## config.mk

```make
export PLATFORM = sky130hd
export DESIGN_NAME = uart_fb_loader
export DESIGN_NICKNAME = d
export VERILOG_FILES = /design/src/rtl/uart_fb_loader.sv
export SDC_FILE = /design/constraint.sdc
export NUM_CORES = 1
export LEC_CHECK = 0
export BUFFER_PORTS_ARGS = -buffer_cell sky130_fd_sc_hd__buf_2
export CAP_MARGIN = 40
export CORE_UTILIZATION = 58
export CTS_BUF_LIST = sky130_fd_sc_hd__clkbuf_8
export DETAILED_ROUTE_END_ITERATION = 6
export PLACE_DENSITY = 0.84
export SYNTH_ARGS = -nofsm -noshare
export SYNTH_HDL_FRONTEND = slang
export SYNTH_SLANG_ARGS = --single-unit
export TNS_END_PERCENT = 5
```

## constraint.sdc

```tcl
create_clock -name clk -period 2.6 [get_ports clk]
set_input_delay 0.26 -clock clk [delete_from_list [all_inputs] [get_ports clk]]
set_output_delay 0.26 -clock clk [all_outputs]
set_load 0.01 [all_outputs]
```

## src/rtl/uart_fb_loader.sv

```systemverilog
// uart_fb_loader: framed UART byte stream into the back bank of a dual-bank
// frame RAM, bank swap on frame boundary, and BPP-bit pixel unpack of the
// front bank for the VGA path.
//
// state  | meaning
// -------+-----------------------------------------------------------------
// S_IDLE | waiting for the 0xA5 sync byte
// S_HDR  | sync seen, waiting for 0x5A (repeated 0xA5 keeps us here)
// S_LOAD | writing payload bytes into the back bank
// S_DONE | frame loaded, waiting for new_frame to swap; bytes are dropped
module uart_fb_loader #(
    parameter int BPP         = 1,
    parameter int FRAME_BYTES = 38400,
    parameter int ADDR_W      = 16,
    parameter int RGB_W       = 16,
    parameter int TIMEOUT     = 25175
) (
    input  logic              clk,
    input  logic              rst_n,
    input  logic              rx_dv,
    input  logic [7:0]        rx_data,
    input  logic              new_frame,
    input  logic              pix_re,
    output logic              ram_we,
    output logic [ADDR_W:0]   ram_waddr,
    output logic [7:0]        ram_wdata,
    output logic [ADDR_W:0]   ram_raddr,
    input  logic [7:0]        ram_rdata,
    output logic [RGB_W-1:0]  rgb,
    output logic              frame_ready,
    output logic              load_busy,
    output logic              err_timeout,
    output logic              err_drop
);

    localparam int SLOTS  = 8 / BPP;
    localparam int SLOT_W = (SLOTS > 1) ? $clog2(SLOTS) : 1;
    localparam int GAP_W  = $clog2(TIMEOUT + 1);

    localparam logic [ADDR_W-1:0] LAST_BYTE = ADDR_W'(FRAME_BYTES - 1);
    localparam logic [ADDR_W-1:0] END_PTR   = ADDR_W'(FRAME_BYTES);
    localparam logic [SLOT_W-1:0] LAST_SLOT = SLOT_W'(SLOTS - 1);
    // Reloaded on every byte so that the terminal count (1) is reached
    // exactly TIMEOUT-1 cycles later and the registered pulse lands on
    // cycle TIMEOUT after the byte.
    localparam logic [GAP_W-1:0]  GAP_LOAD  = GAP_W'(TIMEOUT - 1);
    localparam logic [GAP_W-1:0]  GAP_TC    = GAP_W'(1);

    localparam logic [7:0] SYNC0 = 8'hA5;
    localparam logic [7:0] SYNC1 = 8'h5A;

    typedef enum logic [1:0] {
        S_IDLE = 2'd0,
        S_HDR  = 2'd1,
        S_LOAD = 2'd2,
        S_DONE = 2'd3
    } state_t;

    state_t              state;
    logic                disp_bank;
    logic                pending;
    logic [ADDR_W-1:0]   wr_ptr;
    logic [GAP_W-1:0]    gap_cnt;

    logic [ADDR_W-1:0]   rd_ptr;
    logic [SLOT_W-1:0]   slot;
    logic                req_d1;
    logic [SLOT_W-1:0]   slot_d1;
    logic [7:0]          shifted;
    logic [BPP-1:0]      pix_field;

    // Replicate a BPP-bit field MSB-first across the full RGB width.
    function automatic logic [RGB_W-1:0] expand(input logic [BPP-1:0] f);
        logic [RGB_W-1:0] r;
        r = '0;
        for (int i = 0; i < RGB_W; i++) begin
            r[RGB_W-1-i] = f[BPP-1-(i % BPP)];
        end
        return r;
    endfunction

    // Parser FSM, gap timer, bank swap and registered RAM write port.
    always_ff @(posedge clk or negedge rst_n) begin
        if (!rst_n) begin
            state       <= S_IDLE;
            disp_bank   <= 1'b0;
            pending     <= 1'b0;
            wr_ptr      <= '0;
            gap_cnt     <= '0;
            ram_we      <= 1'b0;
            ram_waddr   <= '0;
            ram_wdata   <= '0;
            frame_ready <= 1'b0;
            load_busy   <= 1'b0;
            err_timeout <= 1'b0;
            err_drop    <= 1'b0;
        end else begin
            ram_we      <= 1'b0;
            err_timeout <= 1'b0;
            err_drop    <= 1'b0;

            if (rx_dv) begin
                gap_cnt <= GAP_LOAD;
            end else if ((state == S_HDR || state == S_LOAD) && gap_cnt != '0) begin
                gap_cnt <= gap_cnt - GAP_TC;
            end

            case (state)
                S_IDLE: begin
                    if (rx_dv && rx_data == SYNC0) begin
                        state     <= S_HDR;
                        load_busy <= 1'b1;
                    end
                end
                S_HDR: begin
                    if (rx_dv) begin
                        if (rx_data == SYNC1) begin
                            state  <= S_LOAD;
                            wr_ptr <= '0;
                        end else if (rx_data != SYNC0) begin
                            state     <= S_IDLE;
                            load_busy <= 1'b0;
                        end
                    end else if (gap_cnt == GAP_TC) begin
                        state       <= S_IDLE;
                        load_busy   <= 1'b0;
                        err_timeout <= 1'b1;
                    end
                end
                S_LOAD: begin
                    if (rx_dv) begin
                        ram_we    <= 1'b1;
                        ram_waddr <= {~disp_bank, wr_ptr};
                        ram_wdata <= rx_data;
                        wr_ptr    <= wr_ptr + ADDR_W'(1);
                        if (wr_ptr == LAST_BYTE) begin
                            pending   <= 1'b1;
                            state     <= S_DONE;
                            load_busy <= 1'b0;
                        end
                    end else if (gap_cnt == GAP_TC) begin
                        // partial back bank is simply abandoned
                        state       <= S_IDLE;
                        load_busy   <= 1'b0;
                        err_timeout <= 1'b1;
                    end
                end
                S_DONE: begin
                    if (rx_dv) begin
                        err_drop <= 1'b1;
                    end
                    if (new_frame) begin
                        disp_bank   <= ~disp_bank;
                        pending     <= 1'b0;
                        frame_ready <= 1'b1;
                        state       <= S_IDLE;
                    end
                end
                default: begin
                    state <= S_IDLE;
                end
            endcase
        end
    end

    assign ram_raddr = {disp_bank, rd_ptr};

    // Read pointer and slot; new_frame rewinds and beats any pixel request.
    always_ff @(posedge clk or negedge rst_n) begin
        if (!rst_n) begin
            rd_ptr <= '0;
            slot   <= '0;
        end else if (new_frame) begin
            rd_ptr <= '0;
            slot   <= '0;
        end else if (pix_re && rd_ptr != END_PTR) begin
            if (slot == LAST_SLOT) begin
                slot   <= '0;
                rd_ptr <= rd_ptr + ADDR_W'(1);
            end else begin
                slot <= slot + SLOT_W'(1);
            end
        end
    end

    assign shifted   = ram_rdata << (slot_d1 * BPP);
    assign pix_field = shifted[7 -: BPP];

    // Two-stage pixel pipeline aligned with the 1-cycle RAM read latency.
    always_ff @(posedge clk or negedge rst_n) begin
        if (!rst_n) begin
            req_d1  <= 1'b0;
            slot_d1 <= '0;
            rgb     <= '0;
        end else begin
            req_d1  <= pix_re && !new_frame && (rd_ptr != END_PTR);
            slot_d1 <= slot;
            rgb     <= (req_d1 && frame_ready) ? expand(pix_field) : '0;
        end
    end

endmodule

```

==> impl_metrics.ini <==
[status]
run_status = finished, final reports clean

[timing]
finalCriticalPeriod_ns = 2.19
postLayoutSetupSlackWorst_ns = 0.415
fin_skew_ns = 0.00781
fmaxAchievable_ghz = 0.458
finalSetupViolCount = 0
drv_slew = 0
slew_headroom = 0.566
grt_setup_unrepaired = no
timing.setup.tns_ns = 0
worst_pin_slew_ns = 0.651
crit_share_post_route = 0.840
final_hold_viol_count = 0

[global_routing]
grt.overflow.total = 0
grt_pass1_wl_mm = 15.3
first_global_vias = 3246
initial_antenna_violation_count = 0
pin_count_of_the_biggest_net_entering_global_routing = 53
grt_use_total = 0.255

[layout]
leading_cell_type_in_the_layout_fill_and_taps_excluded = dfrtp_1
total_area_of_multi_input_combinational_cells_um2 = 2030
nets = 514
final_cell_mix = dfrtp_1, buf_2, nor2_1, nand2_1, xnor2_1
diodes = 0
fillers = 531
final_cells = 584
layout.core_utilization = 0.699
seqCellArea_um2 = 2200
drive_gt1_frac = 0.301
syn_to_final_growth_pct = 14.9
postLayoutCellArea_um2 = 5130

[synthesis]
netlist_area_um2 = 4460
synthDominantCellAreaShare = 0.494
ys_warn_count = 0
synthDominantAreaCellType = dfrtp_1
ys_ff_latch = 88
postSynthAreaPerCell_um2 = 10.9
post_synth_num_cell_types = 55
seq_area_frac_synth = 0.494
mappedNetlistNets = 444
cells_after_synth = 410
synth.area.top_cells = dfrtp_1, mux2_2, xnor2_1, nor2_1, ha_1

[drt]
drcViolationCount = 0
initialDrtViolationCount = 147
routed_via_density = 5.73
via_count = 3345
detail-route-antenna-nets = 0
drt-pass1-iter-count = 4
totalWireLength_mm = 9.25
drt-wirelength-per-cell_um = 15.8

[critical_path]
critical_path_peak_fanout = 10
worst_setup_path_end_kind = flip-flop
timing.critical_path.from_type = flip-flop
critical_path_class = flip-flop to flip-flop
worst_ep_required_time_ns = 2.85
worst_ep_arrival_time_ns = 2.44

[power]
p_leak_uw = 0.00252
max-vdd-ir-drop_mv = 0.353
power.density_cell_area_nw_per_um2 = 588

[clocking]
tritoncts.num_buffers = 9
cts_tree = yes
clockRootBuffer = clkbuf_8
worstSkewPairLatency_ns = 0.36
clockBufferDepth = 2
clock_tree.htree_level_count = 3
number_of_sinks_handled_by_clock_tree_synthesis = 88
reg_clk_slew_reported_paths_ns = 0.09

[floorplanning]
io_pins = 84
fp.coreArea_um2 = 7330
die_width_um = 89.7
placementRows = 31
start_util = 0.608
floorplan.die.height_um = 89.7
die_outline_area_um2 = 8050

[place]
post-place-ws_ns = 0.403
gp_congestion = 0.852
detailedPlacementHpwl_mm = 6.52
detailed_place.area_um2 = 4860
placedCellCount = 567
port_buffers = 83

[min_path]
holdCritPathClass = primary input to flip-flop

[flow_run]
drv_cap = 0
==> layout make-up <==
class                           instances  share of cell area
Multi-Input combinational cell        282               0.397
Tap cell                               99              0.0242
Clock buffer                           10              0.0268
Clock inverter                          6              0.0227
Inverter                               11             0.00805
Sequential cell                        88               0.430
Timing Repair Buffer                   88              0.0918
==> sequential cells by signal, indices dropped and copies added (netlist names) <==
signal	flops
rd_ptr	16
slot	3
req_d1	1
rgb	1
gap_cnt	15
err_timeout	1
ram_we	1
ram_waddr	17
load_busy	1
err_drop	1
state	2
wr_ptr	16
ram_wdata	8
frame_ready	1
disp_bank	1
slot_d1	3
==> cells by family (layout without fill, tap and decap cells) <==
group           count (synthesis)  after routing  synth area share
fa+ha+maj                      13             13            0.0365
buf+inv                        40            115            0.0502
simple gates                  166            166             0.206
flops                          88             88             0.494
xor+xnor                       39             39            0.0766
mux                            32             32            0.0844
compound gates                 32             32            0.0530
==> per-layer routing <==
metal,routed length [µm],GRT usage,vias up
met5,0,0,-
met4,212,0.108,0
met3,323,0.0320,20
met2,4870,0.455,86
met1,3850,0.311,1672
li1,-,-,1567
==> worst max-delay path, cell delays in order, from the launching register on <==
cell and delay (ns):
dfrtp_1 0.44, inv_1 0.12, ha_1 0.23, and3b_1 0.22, a31oi_1 0.20, buf_4 0.24, nor4b_1 0.40, xnor2_1 0.17
nor2_1 0.06
==> what timing repair did <==
action / in CTS / in global routing
hold buffers: 1 / 0
gates resized for setup: 0 / 0
setup buffers: 0 / 0
endpoints found under the hold margin: 51 / 0
==> path summary, 6_finish.rpt <==
| check | cells after the start | slack, ns | from | to |
|---|---|---|---|---|
| max in group asynchronous | 3 | 1.51 | rst_n | gap_cnt[9] |
| worst min register to register | 0 | 0.42 | slot[1] | slot_d1[1] |
| min in group asynchronous | 2 | 0.46 | rst_n | ram_waddr[15] |
| worst max-delay path | 8 | 0.41 | state[1] | wr_ptr[7] |
| worst max register to register | 8 | 0.41 | state[1] | wr_ptr[7] |
| worst min-delay path | 2 | 0.16 | rx_data[6] | ram_wdata[6] |
==> synthesized netlist by cell type (all sizes together) <==
library cell and count:
nor3 6, mux4 2, a31oi 2, dfrtp 88, xor2 12, and3 7
nand4b 1, mux2 25, xnor2 27, or2 1, a211oi 3, and2 3
a211o 1, or2b 1, a22o 2, nor2b 3, nand2b 4, o31ai 1
clkbuf 10, and4 5, or4b 1, mux2i 5, o2bb2ai 1, buf 19
and4bb 1, o21ai 8, a21o 2, nand4 12, and3b 2, o211ai 1
nor2 48, nor4bb 4, o2111ai 2, inv 11, or3 5, a21oi 6
or3b 1, nor4 14, nand2 27, a2111oi 3, or4 2, nor4b 1
ha 13, nand3 17
==> power breakdown <==
| group | total, µW | internal, µW | switching, µW |
|---|---|---|---|
| Combinational | 390 | 154 | 236 |
| Sequential | 1460 | 1420 | 49.2 |
| Clock | 1160 | 669 | 491 |
| Total | 3010 | 2240 | 776 |
==> stage by stage <==
stage,power (µW),hold slack [ns]
after floorplan,1750,-0.0356
after global placement,1860,0.329
after detailed placement,1880,0.338
after CTS,3040,0.152
after global routing,3140,0.170
final,3010,0.163
Note: power is estimated with default switching activity, not from simulation.
